### src/rtl/pdm_pkg.sv
`default_nettype none
// ============================================================================
// Module      : pdm_pkg
// Description : Shared constants and helpers for the multi-channel PDM modulator.
// Revision    : 1.0
// ============================================================================
package pdm_pkg;

    typedef enum logic [1:0] {
        PDM_ORD1 = 2'd1,
        PDM_ORD2 = 2'd2
    } pdm_order_e;

    // Headroom above the sample width for the error / integrator registers.
    localparam int c_err_extra = 2;
    localparam int c_int_extra = 4;
    localparam int c_sat_shift = 2;

    function automatic int fs_pos(input int width);
        return (1 << (width - 1)) - 1;
    endfunction

    function automatic int fs_neg(input int width);
        return -(1 << (width - 1));
    endfunction

    function automatic int sat_lim(input int width);
        return 1 << (width + c_sat_shift);
    endfunction

    function automatic int sat(input int x, input int lim);
        if (x > lim) begin
            return lim;
        end
        if (x < -lim) begin
            return -lim;
        end
        return x;
    endfunction

endpackage
`default_nettype wire

### src/rtl/pdm_channel.sv
`default_nettype none
// ============================================================================
// Module      : pdm_channel
// Description : One noise-shaping PDM modulator (first or second order).
// Revision    : 1.0
// ============================================================================
module pdm_channel
    import pdm_pkg::*;
#(
    parameter int WIDTH = 8,
    parameter int ORDER = 1
) (
    input  logic                    clk,
    input  logic                    rst_n,
    input  logic                    i_enable,
    input  logic                    i_tick,
    input  logic signed [WIDTH-1:0] i_level,
    output logic                    o_bit
);

    localparam int c_fs_pos = fs_pos(WIDTH);
    localparam int c_fs_neg = fs_neg(WIDTH);

    logic r_bit;
    int   w_fb;

    assign w_fb  = r_bit ? c_fs_pos : c_fs_neg;
    assign o_bit = r_bit;

    generate
        if (ORDER == int'(PDM_ORD1)) begin : g_ord1
            localparam int c_ew = WIDTH + c_err_extra;

            logic signed [c_ew-1:0] r_err;
            int                     w_err_next;

            assign w_err_next = int'(r_err) + int'(i_level) - w_fb;

            always_ff @(posedge clk or negedge rst_n) begin
                if (!rst_n) begin
                    r_err <= '0;
                    r_bit <= 1'b0;
                end else if (!i_enable) begin
                    r_bit <= 1'b0;
                end else if (i_tick) begin
                    r_err <= c_ew'(w_err_next);
                    r_bit <= (w_err_next > 0);
                end
            end
        end else if (ORDER == int'(PDM_ORD2)) begin : g_ord2
            localparam int c_iw  = WIDTH + c_int_extra;
            localparam int c_lim = sat_lim(WIDTH);

            logic signed [c_iw-1:0] r_i1;
            logic signed [c_iw-1:0] r_i2;
            int                     w_i1_next;
            int                     w_i2_next;

            // Sums are formed at int width so the clamp sees the true value.
            always_comb begin
                w_i1_next = sat(int'(r_i1) + int'(i_level) - w_fb, c_lim);
                w_i2_next = sat(int'(r_i2) + w_i1_next - w_fb, c_lim);
            end

            always_ff @(posedge clk or negedge rst_n) begin
                if (!rst_n) begin
                    r_i1  <= '0;
                    r_i2  <= '0;
                    r_bit <= 1'b0;
                end else if (!i_enable) begin
                    r_bit <= 1'b0;
                end else if (i_tick) begin
                    r_i1  <= c_iw'(w_i1_next);
                    r_i2  <= c_iw'(w_i2_next);
                    r_bit <= (w_i2_next > 0);
                end
            end
        end else begin : g_bad_order
            $error("pdm_channel: ORDER must be 1 or 2");
        end
    endgenerate

endmodule
`default_nettype wire

### src/rtl/pdm_modulator_mc.sv
`default_nettype none
// ============================================================================
// Module      : pdm_modulator_mc
// Description : Multi-channel PDM modulator with one-frame buffer and tick generator.
// Revision    : 1.0
// ============================================================================
module pdm_modulator_mc
    import pdm_pkg::*;
#(
    parameter int WIDTH    = 8,
    parameter int CHANNELS = 2,
    parameter int CLK_DIV  = 32,
    parameter int OSR      = 16,
    parameter int ORDER    = 1
) (
    input  logic                         clk_in,
    input  logic                         rst_n_in,
    input  logic                         enable_in,
    input  logic                         mute_in,
    input  logic [CHANNELS*WIDTH-1:0]    sample_in,
    input  logic                         sample_valid_in,
    output logic                         sample_ready_out,
    output logic                         tick_out,
    output logic                         frame_out,
    output logic                         underrun_out,
    output logic [CHANNELS-1:0]          pdm_out
);

    localparam int                  c_cw       = CHANNELS * WIDTH;
    localparam int                  c_div_w    = $clog2(CLK_DIV);
    localparam int                  c_osr_w    = (OSR > 1) ? $clog2(OSR) : 1;
    localparam logic [c_div_w-1:0]  c_div_last = c_div_w'(CLK_DIV - 1);
    localparam logic [c_osr_w-1:0]  c_osr_last = c_osr_w'(OSR - 1);

    logic [c_div_w-1:0] r_div_cnt;
    logic [c_osr_w-1:0] r_osr_cnt;
    logic               r_buf_full;
    logic [c_cw-1:0]    r_buf;
    logic [c_cw-1:0]    r_lvl;
    logic [c_cw-1:0]    w_lvl_eff;
    logic               w_tick;
    logic               w_boundary;
    logic               w_accept;

    assign w_tick     = enable_in && (r_div_cnt == c_div_last);
    assign w_boundary = w_tick && (r_osr_cnt == c_osr_last);
    assign w_accept   = sample_valid_in && !r_buf_full;

    assign sample_ready_out = !r_buf_full;
    assign tick_out         = w_tick;
    assign frame_out        = w_boundary;
    assign underrun_out     = w_boundary && !r_buf_full;

    // The level seen by the channels on a boundary tick is the new one.
    always_comb begin
        w_lvl_eff = r_lvl;
        if (w_boundary) begin
            w_lvl_eff = (r_buf_full && !mute_in) ? r_buf : '0;
        end
    end

    always_ff @(posedge clk_in or negedge rst_n_in) begin
        if (!rst_n_in) begin
            r_div_cnt <= '0;
            r_osr_cnt <= '0;
        end else if (!enable_in) begin
            r_div_cnt <= '0;
        end else if (w_tick) begin
            r_div_cnt <= '0;
            r_osr_cnt <= w_boundary ? '0 : r_osr_cnt + 1'b1;
        end else begin
            r_div_cnt <= r_div_cnt + 1'b1;
        end
    end

    always_ff @(posedge clk_in or negedge rst_n_in) begin
        if (!rst_n_in) begin
            r_buf_full <= 1'b0;
            r_buf      <= '0;
            r_lvl      <= '0;
        end else begin
            if (w_accept) begin
                r_buf_full <= 1'b1;
                r_buf      <= sample_in;
            end else if (w_boundary) begin
                r_buf_full <= 1'b0;
            end
            if (w_boundary) begin
                r_lvl <= w_lvl_eff;
            end
        end
    end

    generate
        for (genvar k = 0; k < CHANNELS; k++) begin : g_ch
            pdm_channel #(
                .WIDTH (WIDTH),
                .ORDER (ORDER)
            ) u_ch (
                .clk      (clk_in),
                .rst_n    (rst_n_in),
                .i_enable (enable_in),
                .i_tick   (w_tick),
                .i_level  (w_lvl_eff[k*WIDTH +: WIDTH]),
                .o_bit    (pdm_out[k])
            );
        end
    endgenerate

endmodule
`default_nettype wire
### config.mk
export PLATFORM = sky130hd
export DESIGN_NAME = pdm_modulator_mc
export DESIGN_NICKNAME = d
export VERILOG_FILES = /design/src/rtl/pdm_pkg.sv /design/src/rtl/pdm_channel.sv /design/src/rtl/pdm_modulator_mc.sv
export SDC_FILE = /design/constraint.sdc
export NUM_CORES = 1
export LEC_CHECK = 0
export ABC_AREA = 0
export BUFFER_PORTS_ARGS = -buffer_cell sky130_fd_sc_hd__buf_2
export CAP_MARGIN = 0
export CORE_UTILIZATION = 50
export DETAILED_ROUTE_END_ITERATION = 10
export PLACE_DENSITY = 0.64
export SLEW_MARGIN = 10
export SYNTH_ARGS = -nofsm -noshare
export SYNTH_HDL_FRONTEND = slang
export SYNTH_SLANG_ARGS = --single-unit
### constraint.sdc
create_clock -name clk_in -period 16 [get_ports clk_in]
set_input_delay 0.8 -clock clk_in [delete_from_list [all_inputs] [get_ports clk_in]]
set_output_delay 0.8 -clock clk_in [all_outputs]
set_load 0.005 [all_outputs]
Yosys cells after proc, flatten, opt, wreduce, memory -nomap -nowiden --
Cells that the tools add are included.
Cells by class: $add $sub $neg 6, multiply operators 0, div/mod/pow operators 0, magnitude comparators 2, eq/ne operators 3, shift operators 0, muxes and demuxes 13, bitwise operators 0, reductions and logical operators 9
Operators with widths (count):
- > comparator 32 x 1 -> 1 bit (second input constant) | 2
- two-way mux 32 bit | 2
- subtractor 32 bit | 2
- two-way mux 16 bit | 2
- adder 10 x 8 -> 11 bit | 2
- two-way mux 5 bit | 2
- two-way mux 1 bit | 6
- adder 5 x 1 -> 5 bit (second input constant) | 1
- == test 5 bit (second input constant) | 1
- logical AND 1 bit | 5
- adder 4 x 1 -> 4 bit (second input constant) | 1
- == test 4 bit (second input constant) | 1
- two-way mux 4 bit | 1
- zero test 1 bit | 2
- inequality test 2 x 1 -> 1 bit (second input constant) | 1
- AND reduction 2 bit | 1
- nonzero test 2 bit | 1
Word-level totals: flip-flop bits (word level) 64, latch bits 0, bits in writable memories 0, ROM bits 0, output and inout bits 6, word-level logic and storage cells 42, memories kept 0

Logic depth before layout (Yosys ltp) --
Gate-level depths: netlist of run 1.
depth in word-level cells 9, mapped depth 32, gate-level depth less buffers 31

Hierarchy --
A second synthesis of run 1 with hierarchy kept.
Second synthesis, totals: cells, all modules 485, area total of the unflattened synthesis 4798.4 µm²
Modules (own cells, without submodules):
- pdm_modulator_mc | instances 1, cells an instance 164, area an instance 1956.9 µm²
- pdm_channel at g_ch[0].u_ch | instances 1, cells an instance 158, area an instance 1422.6 µm²
- pdm_channel at g_ch[1].u_ch | instances 1, cells an instance 163, area an instance 1418.9 µm²

Worst setup path after synthesis of run 1 --
OpenSTA, ideal clock, no wires.
kind register to register, from register r_div_cnt[0], to register g_ch[0].u_ch.r_bit, library setup time 0.131 ns, arrival 6.284 ns, data required time 15.869 ns, path slack 9.584 ns, cell stages (with the launch flop) 27, path buffers 1, cell sequence dfrtp_1 ha_1 and3_1 ha_1 nand2_1 clkinv_1 nand4_1 clkbuf_1 nand2_1 o21ai_0 ha_1 nor2b_1 o21ai_0 a21boi_0 o21ai_0 a211oi_1 o31ai_1 ha_1 and3_1 a21boi_1 nor3_1 fa_1 or4_1 nor3_1 o211ai_1 nor4_1 a21oi_1
Between the ends: cells in the longest elaborated chain, start to end 9, elaborated cells on any way between the ends 10, classes of those cells add/sub: 2; order compare: 1; eq/ne: 2; mux: 3; reduce/logical: 2
RTL lines:
- start, declared | line pdm_modulator_mc.sv:35 | logic [c_div_w-1:0] r_div_cnt;
- start signal, assigned | line pdm_modulator_mc.sv:72 | r_div_cnt <= r_div_cnt + 1'b1;
- == test 5 bit | line pdm_modulator_mc.sv:45 | assign w_tick = enable_in && (r_div_cnt == c_div_last);
- logical AND 1 bit | line pdm_modulator_mc.sv:45
- logical AND 1 bit | line pdm_modulator_mc.sv:46 | assign w_boundary = w_tick && (r_osr_cnt == c_osr_last);
- two-way mux 16 bit | line pdm_modulator_mc.sv:57 | if (w_boundary) begin
- net g_ch[0].u_ch.i_level[2] | line pdm_channel.sv:17 | input logic signed [WIDTH-1:0] i_level,
- adder 10 x 8 -> 11 bit | line pdm_channel.sv:37 | assign w_err_next = int'(r_err) + int'(i_level) - w_fb;
- subtractor 32 bit | line pdm_channel.sv:37
- > comparator 32 x 1 -> 1 bit | line pdm_channel.sv:47 | r_bit <= (w_err_next > 0);
- two-way mux 1 bit | line pdm_channel.sv:45 | end else if (i_tick) begin
- two-way mux 1 bit | line pdm_channel.sv:43 | end else if (!i_enable) begin
- end signal, assigned | line pdm_channel.sv:47
- end, declared | line pdm_channel.sv:24 | logic r_bit;
The timed path passes the listed nets, and every way through them passes these cells. The select of a mux whose other input is x is not followed. A chain may end at the register's enable or synchronous reset.

Final worst setup path of run 1 --
from register r_div_cnt[0], to register g_ch[1].u_ch.r_bit
Between the ends: cells in the longest elaborated chain, start to end 9, elaborated cells on any way between the ends 10, classes of those cells add/sub: 2; order compare: 1; eq/ne: 2; mux: 3; reduce/logical: 2
RTL lines (line):
- == test 5 bit | pdm_modulator_mc.sv:45
- logical AND 1 bit | pdm_modulator_mc.sv:45
- logical AND 1 bit | pdm_modulator_mc.sv:46
- two-way mux 16 bit | pdm_modulator_mc.sv:57
- net g_ch[1].u_ch.i_level[0] | pdm_channel.sv:17
- adder 10 x 8 -> 11 bit | pdm_channel.sv:37
- subtractor 32 bit | pdm_channel.sv:37
- > comparator 32 x 1 -> 1 bit | pdm_channel.sv:47
- two-way mux 1 bit | pdm_channel.sv:45
- two-way mux 1 bit | pdm_channel.sv:43
- end signal, assigned | pdm_channel.sv:47
- end, declared | pdm_channel.sv:24
The timed path passes the listed nets, and every way through them passes these cells. The select of a mux whose other input is x is not followed.

==> metrics list, run 1 <==
- Net switching is 24.9% of the power.
- The number of cells on the worst reg-to-reg path is 33.
- Total GRT Usage: 22.0%
- The share of total power dissipated in the clock network is 42.2%.
- Number of antenna violations at the first check in global routing: 0
- The via count of the first global-routing pass is 3975.
* First-pass GRT wire length: 19200 um
* Count of antenna-violating nets left after detailed routing: 0
* RSZ-0062 raised after global routing: false
* PostCTS Resize Cnt: 0
- Measured along the x axis, the die boundary spans 104 um.
- Critical-path maximum fanout: 38
* Post-synthesis cell count: 556
- Routed via count: 4067
- Entering global routing, the biggest net connects 65 pins.
* Reg2reg setup slack: 8.11 ns
- Counting the fill cells in the layout gives 856.
- Transition time at the pin with the least slew margin: 0.830 ns
* Pre-Repair DR Iteration Count: 4
- Die height: 104 um
- Proportion of synthesized chip area in sequential cells: 31.1%
- The worst register-to-register path ends at g_ch[1].u_ch.o_bit.
- Hold path endpoint: r_div_cnt[0]
- In the synthesized netlist the async set-or-reset flop fraction comes to 100%.
- Area of all placed cells without fillers: 5660 um^2
- Most frequent standard cell in the layout excluding fill and tap cells: nand2_1
- The setup path with the least slack is of type reg2reg.
- The slowest stage of the critical path belongs to the cell nand4_1.
- Number of levels the H-tree was split into: 3
- Across the run, the number of max-cap violations was 0.
- Comb pwr share: 8.4%
- The critical path contains buffers and inverters numbering 4 combined.
* Clock root cell: clkbuf_8
* Class of the tightest hold or removal check: reg2reg
* Endpoint class of the critical path: flop
- Clock Tree Buf Depth: 2
- Drt wl/cell: 15.3 um
- The worst register-to-register path begins at r_div_cnt[0].
- The smallest clock period supported by the final layout is computed as 7.89 ns.
- Setup violations remaining at the end of the flow were counted as 0.
- TritonCTS built the clock tree.
* I/O pin count: 27
- The die covers 10700 um^2.
* Run status: complete, no violations
- Along the worst hold path, the cell count comes to 1.
* Slew Limit Headroom: 44.6%
- The final max-slew violation count came to 0.
- Hold-fix buffer count after cts: 0
- Post-synthesis register bit count: 64
- Most frequent cells in the layout: 79 x nand2_1, 66 x o21ai_0, 64 x dfrtp_1, 45 x ha_1, 31 x inv_1
* HPWL after detailed placement: 8400 um
* Clock-pin slew on the worst setup and hold paths: 0.08 ns
- Largest delay contributor family on the critical path: simple AND/OR/NAND/NOR gates
* YS warnings: 0
- The most used flip-flop cell after synthesis is dfrtp_1.
- Cells with a size suffix above 1 make up 12.6% of the layout.
- Internal power comes to 284 uW.
- The congestion estimate from routability-driven global placement came to 0.820.
- Across the VDD grid, the largest voltage drop is 0.0000445 V.
- Area Overhead vs Synth: 9.68%
- Dividing the detail-routed via count by the number of cells gives 5.64.
- Leakage power: 2.45 nW
- In the routed design, unresolved DRC markers number 0.
- TritonCTS Buffers: 9
- In this run the power spent charging and discharging nets is 94.2 uW.
- Count of cell types in the netlist: 62
- Input and output buffers added on the ports amount to 26.
* Mapped Avg Cell Area: 9.28 um^2
- Routed Wire Length: 11000 um
- The initialized floorplan defines 36 standard-cell rows.
* Data required time of the critical path: 16.21 ns
- Across all setup checks in the final design, the least slack found is 8.11 ns.
* Final critical-path share of the clock period: 49.3%
- The tree built by TritonCTS fans out to 64 sinks.
- The largest single stage delay on the critical path is 0.57 ns.
- Yosys mapped a number of flops with a built-in enable equal to 0.
- Clock skew on the completed layout was measured at 0.0111 ns.
* Critical path launch point type: flop
- Number of buffers added for setup after CTS: 0
* Total Power Consumption: 378 uW
* Mapped cell area: 5160 um^2
- Net count, final: 677
* Pwr per Cell Area: 66.9 nW/um^2
- Part of the total power dissipated in sequential elements: 49.5%
- The number of nets handed over by synthesis was 650.
- Starting DRC count in detailed routing: 214
- The placed instances occupy a cell area of 5430 um^2.
- Summed over all failing endpoints, the final setup total negative slack is 0 ns.
- Endpoints failing hold: 0
- Before CTS, the worst setup slack after placement is 8.12 ns.
* Achievable frequency: 127 MHz
- The core region is 9860 um^2.
* Worst hold path startpoint: r_div_cnt[0]
- Sum of overflow across all layers after global routing: 0
* Diode insertion count for antenna repair: 0
- Initial core utilization: 52.3%
- Worst Path Arrival: 8.11 ns
* Skew-Pair Late Insertion Delay: 0.34 ns
Yosys cell counts, drive strengths merged, types with 3 or more instances:
cell type / n / area share [%]
nor3: 14 / 1.4
a21oi: 24 / 2.5
o21ai: 68 / 6.6
nand2b: 3 / 0.36
xnor2: 18 / 3.1
o311ai: 5 / 0.99
a21o: 11 / 1.6
fa: 28 / 11
nand2: 79 / 5.7
xor2: 4 / 0.68
nand4: 4 / 0.49
buf: 6 / 0.65
clkbuf: 11 / 0.82
nor2b: 10 / 1.2
a211oi: 5 / 0.82
or3: 4 / 0.58
mux2: 16 / 3.5
inv: 31 / 2.3
o21a: 8 / 1.2
dfrtp: 64 / 31
a311oi: 3 / 0.51
nand3: 4 / 0.39
or4: 3 / 0.44
nor2: 27 / 2.0
a2111oi: 3 / 0.51
o31a: 5 / 0.85
a21boi: 5 / 0.73
o211ai: 3 / 0.44
o31ai: 8 / 1.3
nor4: 5 / 0.61
ha: 45 / 11
and2: 4 / 0.49
per-layer routing:
layer | up-vias | GRT usage, % | share of wire, %
met5 | - | 0 | 0
met4 | 0 | 3.42 | 0.52
met3 | 7 | 4.47 | 3.5
met2 | 77 | 35.5 | 46
met1 | 1956 | 31.1 | 50
li1 | 2027 | - | -
worst max-delay path by stage:
stage / start / to / cells after the start
floorplan: r_div_cnt[0] / g_ch[0].u_ch.o_bit / 26
global placement: r_div_cnt[0] / g_ch[1].u_ch.o_bit / 33
detailed placement: r_div_cnt[0] / g_ch[1].u_ch.o_bit / 33
CTS: r_div_cnt[0] / g_ch[1].u_ch.o_bit / 33
global route: r_div_cnt[0] / g_ch[1].u_ch.o_bit / 33
finish: r_div_cnt[0] / g_ch[1].u_ch.o_bit / 33
kinds of logic after synthesis:
group	count (synthesis)	synth area share, %
buffers and inverters	49	3.81
DFF	64	31.1
adders and majority gates	73	21.8
muxes	16	3.49
xor gates and xnor gates	22	3.74
AOI/OAI and AO/OA	165	20.9
and+or+nand+nor	167	15.2
power groups by stage:
stage                     clock network, mW  logic [mW]  registers (mW)
final                                 0.159      0.0316           0.187
after global routing                  0.171      0.0363           0.190
after CTS                             0.163      0.0323           0.188
after detailed placement                  0      0.0321           0.191
after global placement                    0      0.0303           0.190
after floorplan                           0      0.0212           0.187
registers in the layout (all words and copies together) (netlist names):
register / cells
g_ch.u_ch.g_ord1.r_err: 20
r_buf: 16
r_lvl: 16
r_div_cnt: 5
r_osr_cnt: 4
g_ch.u_ch.o_bit: 2
r_buf_full: 1
through the flow:
stage                     cells  utilization [%]  hold slack (ns)
after global routing        721             57.3            0.466
final                       721             57.3            0.457
after floorplan             556                -            0.433
after global placement      705             55.0            0.443
after detailed placement    705             55.0            0.449
after CTS                   721             57.3            0.459
area by class of cell:
| type | count | area [um^2] | share of cell area, % |
|---|---|---|---|
| clock buffer | 9 | 124 | 2.19 |
| clock inverter | 7 | 103 | 1.81 |
| inverter | 32 | 120 | 2.12 |
| multi-input combinational | 443 | 3360 | 59.4 |
| sequential | 64 | 1600 | 28.3 |
| tap | 133 | 166 | 2.94 |
| timing repair buffer | 33 | 183 | 3.23 |
Note: power is estimated with default switching activity, not from simulation.
==> run 2: changes to the inputs <==
--- a/config.mk
+++ b/config.mk
@@ -10,7 +10,7 @@
 export CAP_MARGIN = 0
 export CORE_UTILIZATION = 50
 export DETAILED_ROUTE_END_ITERATION = 10
-export PLACE_DENSITY = 0.64
+export PLACE_DENSITY = 0.67
 export SLEW_MARGIN = 10
 export SYNTH_ARGS = -nofsm -noshare
 export SYNTH_HDL_FRONTEND = slang
==> constraint.sdc (replaced) <==
create_clock -name clk_in -period 7.2 [get_ports clk_in]
set_input_delay 0.36 -clock clk_in [delete_from_list [all_inputs] [get_ports clk_in]]
set_output_delay 0.36 -clock clk_in [all_outputs]
set_load 0.005 [all_outputs]
==> run 2 against run 1 <==
Sequential power is 120% higher. Design area fell by 0.15%. Via count is 0.20% lower. Setup slack worse by 7.5 ns. Combinational power increased by 120%. Wire length down 1.0%. Power grew 110%. Clock skew increased by 0.0033 ns. Sequential share of layout area hardly changed. Non-clock buffer count increased by 1. Critical path type unchanged. Critical endpoint is now g_ch[0].u_ch.o_bit. Highest routed layer unchanged.
==> metrics list, run 2 (synthesis results as in run 1) <==
- The ratio of cells with drive above 1 in the final layout came to 12.7% (was 12.6%).
- The highest net fanout along the worst path was 51 (was 38).
- Final setup violating endpoints: 0 (unchanged)
* Worst Path Arrival: 6.82 ns (was 8.11 ns)
- The hold slack was 0.156 ns (was 0.457 ns).
* Area Overhead vs Synth: 9.51% (was 9.68%)
- The cell depth of the worst flop-to-flop path is 29 (was 33).
- Final critical-path share of the clock period: 91.4% (was 49.3%)
- Standard cell core area: 9860 um^2 (unchanged)
- Most frequent cells in the layout: 79 x nand2_1, 66 x o21ai_0, 64 x dfrtp_1, 45 x ha_1, 31 x inv_1 (unchanged).
- The final clock skew was 0.0143 ns (was 0.0111 ns).
* Comb pwr share: 8.5% (was 8.4%)
- The die area came to 10700 um^2 (unchanged).
* Most used cell, CP: ha_1
- Transition time at the pin with the least slew margin: 0.828 ns (was 0.830 ns)
- Drt wl/cell: 15.1 um (was 15.3 um)
- The power per cell area came to 143 nW/um^2 (was 66.9 nW/um^2).
* Register with the highest flop count: g_ch.u_ch.g_ord1.r_err (unchanged)
- Registers with the highest flip-flop counts: g_ch.u_ch.g_ord1.r_err: 20 flops, r_buf: 16 flops, r_lvl: 16 flops (unchanged).
- Cell Count Post-Placement: 706 (was 705)
- HPWL after detailed placement: 8350 um (was 8400 um)
- Critical path launch point type: flop (unchanged)
- The post-route antenna net violation count is 0 (unchanged).
* Number of antenna violations at the first check in global routing: 0 (unchanged)
* RD Place Congestion: 0.840 (was 0.820)
* Total GRT Usage: 22.2% (was 22.0%)
- Number of max-cap violations: 0 (unchanged)
* Skew-Pair Late Insertion Delay: 0.36 ns (was 0.34 ns)
- Design internal power: 596 uW (was 284 uW)
- The leftover overflow at the end of global routing is 0 (unchanged).
- The clock power share is 40.2% (was 42.2%).
- Achievable frequency: 152 MHz (was 127 MHz)
- Pre-CTS setup slack: 0.472 ns (was 8.12 ns)
- The count of boundary I/O pins is 27 (unchanged).
- The nature of the critical path endpoint was a flop (unchanged).
* Cell Rows: 36 (unchanged)
- The class of the most critical setup path is reg2reg (unchanged).
- Switching share of power: 26.4% (was 24.9%)
* Number of levels the H-tree was split into: 3 (unchanged)
- Time the worst path needs with I/O delays and setup: 6.58 ns (was 7.89 ns)
- The die height was 104 um (unchanged).
* Die width: 104 um (unchanged)
* Vias in the first global route: 4227 (was 3975)
* Run status: complete, no violations (unchanged)
* Number of sinks handled by clock tree synthesis: 64 (unchanged)
* Post-detailed-route DRC marker count: 0 (unchanged)
* First-pass GRT wire length: 19400 um (was 19200 um)
- The critical path required time came to 7.44 ns (was 16.21 ns).
- Detail-routed via count per cell: 5.62 (was 5.64)
- The area taken by multi-input logic gates came to 3360 um^2 (unchanged).
- Psw: 213 uW (was 94.2 uW)
* Utilization after layout: 57.3% (about the same)
* Setup slack after layout: 0.617 ns (was 8.11 ns)
* Initial core utilization: 52.3% (unchanged)
* Number of flip-flops in the largest register: 20 (unchanged)
- The commonest non-fill, non-tap cell in the layout is nand2_1 (unchanged).
* Clock root cell: clkbuf_8 (unchanged)
* Clock-pin slew on the worst setup and hold paths: 0.09 ns (was 0.08 ns)
- Longest individual stage delay on the worst path: 0.51 ns (was 0.57 ns)
- The worst setup slack for register-to-register paths was 0.62 ns (was 8.11 ns).
- The final standard cell count with taps included and fillers excluded was 722 (was 721).
- The total area of sequential cells is 1600 um^2 (unchanged).
- TritonCTS Buffers: 9 (unchanged)
- The leakage power came to 2.44 nW (was 2.45 nW).
- Pre-Repair DR Iteration Count: 4 (unchanged)
- Worst vdd rail ir drop: 0.000105 V (was 0.0000445 V)
- Clock Tree Buf Depth: 2 (unchanged)
- The final count of hold timing violations is 0 (unchanged).
* Slowest cell on crit path: fa_1 (was nand4_1)
- The CTS tree is done (unchanged).
* Accumulated negative setup slack: 0 ns (unchanged)
* Largest net degree at the start of global routing: 65 (unchanged)
- Number of max-slew violations in the final report: 0 (unchanged)
- RSZ-0062 raised after global routing: false (unchanged).
* Slew Limit Headroom: 44.8% (was 44.6%)
- The part of the power in registers was 51.4% (was 49.5%).
- The net count reported at finish came to 678 (was 677).
* Number of buffers inserted by port buffering: 26 (unchanged)
* Starting DRC count in detailed routing: 196 (was 214)
* Class of the tightest hold or removal check: in2async (was reg2reg)
- The number of hold buffers added after cts is 0 (unchanged).
- Diode insertion count for antenna repair: 0 (unchanged)
- The count of fill cells added during filler insertion is 899 (was 856).
- Routed Wire Length: 10900 um (was 11000 um)
* Routed via count: 4059 (was 4067)
-- run 2: routing by layer --
metal,share of wire [%],track usage (%),up-vias
li1,-,-,2032
met1,48,29.2,1966
met2,48,37.4,47
met3,2.5,4.22,14
met4,1.5,6.31,0
met5,0,0,-
-- run 2: worst max-delay path, delay by kind of cell (launching register included) --
family / cells / cell delay, ns
AO/OA/AOI/OAI: 9 / 1.84
buffers and inverters: 5 / 0.65
flip-flops: 1 / 0.40
adder cells (fa/ha/maj): 6 / 1.92
AND/OR/NAND/NOR: 9 / 1.65
-- run 2: final timing paths --
check                                   from                            to
min in group clk_in             sample_in[3]                      r_buf[3]
max in group asynchronous           rst_n_in                  r_div_cnt[2]
worst min-delay path                rst_n_in  g_ch[0].u_ch.g_ord1.r_err[8]
worst max register to register  r_div_cnt[0]            g_ch[0].u_ch.o_bit
worst max-delay path            r_div_cnt[0]            g_ch[0].u_ch.o_bit
worst min register to register  r_div_cnt[0]                  r_div_cnt[0]
-- run 2: final cells by class --
class                           instances  share of cell area (%)
Multi-Input combinational cell        443                    59.5
Sequential cell                        64                    28.4
Timing Repair Buffer                   34                    3.50
Tap cell                              133                    2.95
Clock buffer                            9                    2.19
Inverter                               32                    2.13
Clock inverter                          7                    1.40
-- run 2: power groups by stage --
stage          clock network, mW  registers (mW)  logic [mW]
6_report                   0.325           0.416      0.0686
3_3_place_gp                   0           0.422      0.0666
4_1_cts                    0.329           0.416      0.0706
5_1_grt                    0.346           0.421      0.0778
3_5_place_dp                   0           0.424      0.0701
2_1_floorplan                  0           0.416      0.0471
-- run 2: metrics by stage --
stage | total power, mW | instance area [um^2]
finish | 0.809 | 5650
global placement | 0.489 | 5440
global route | 0.844 | 5650
CTS | 0.816 | 5640
detailed placement | 0.494 | 5440
floorplan | 0.463 | 5160
-- run 2: repair_timing --
| item | in CTS | in global routing |
|---|---|---|
| endpoints found under the setup margin | 0 | 2 |
| buffers inserted | 0 | 0 |
| resized for setup | 0 | 4 |
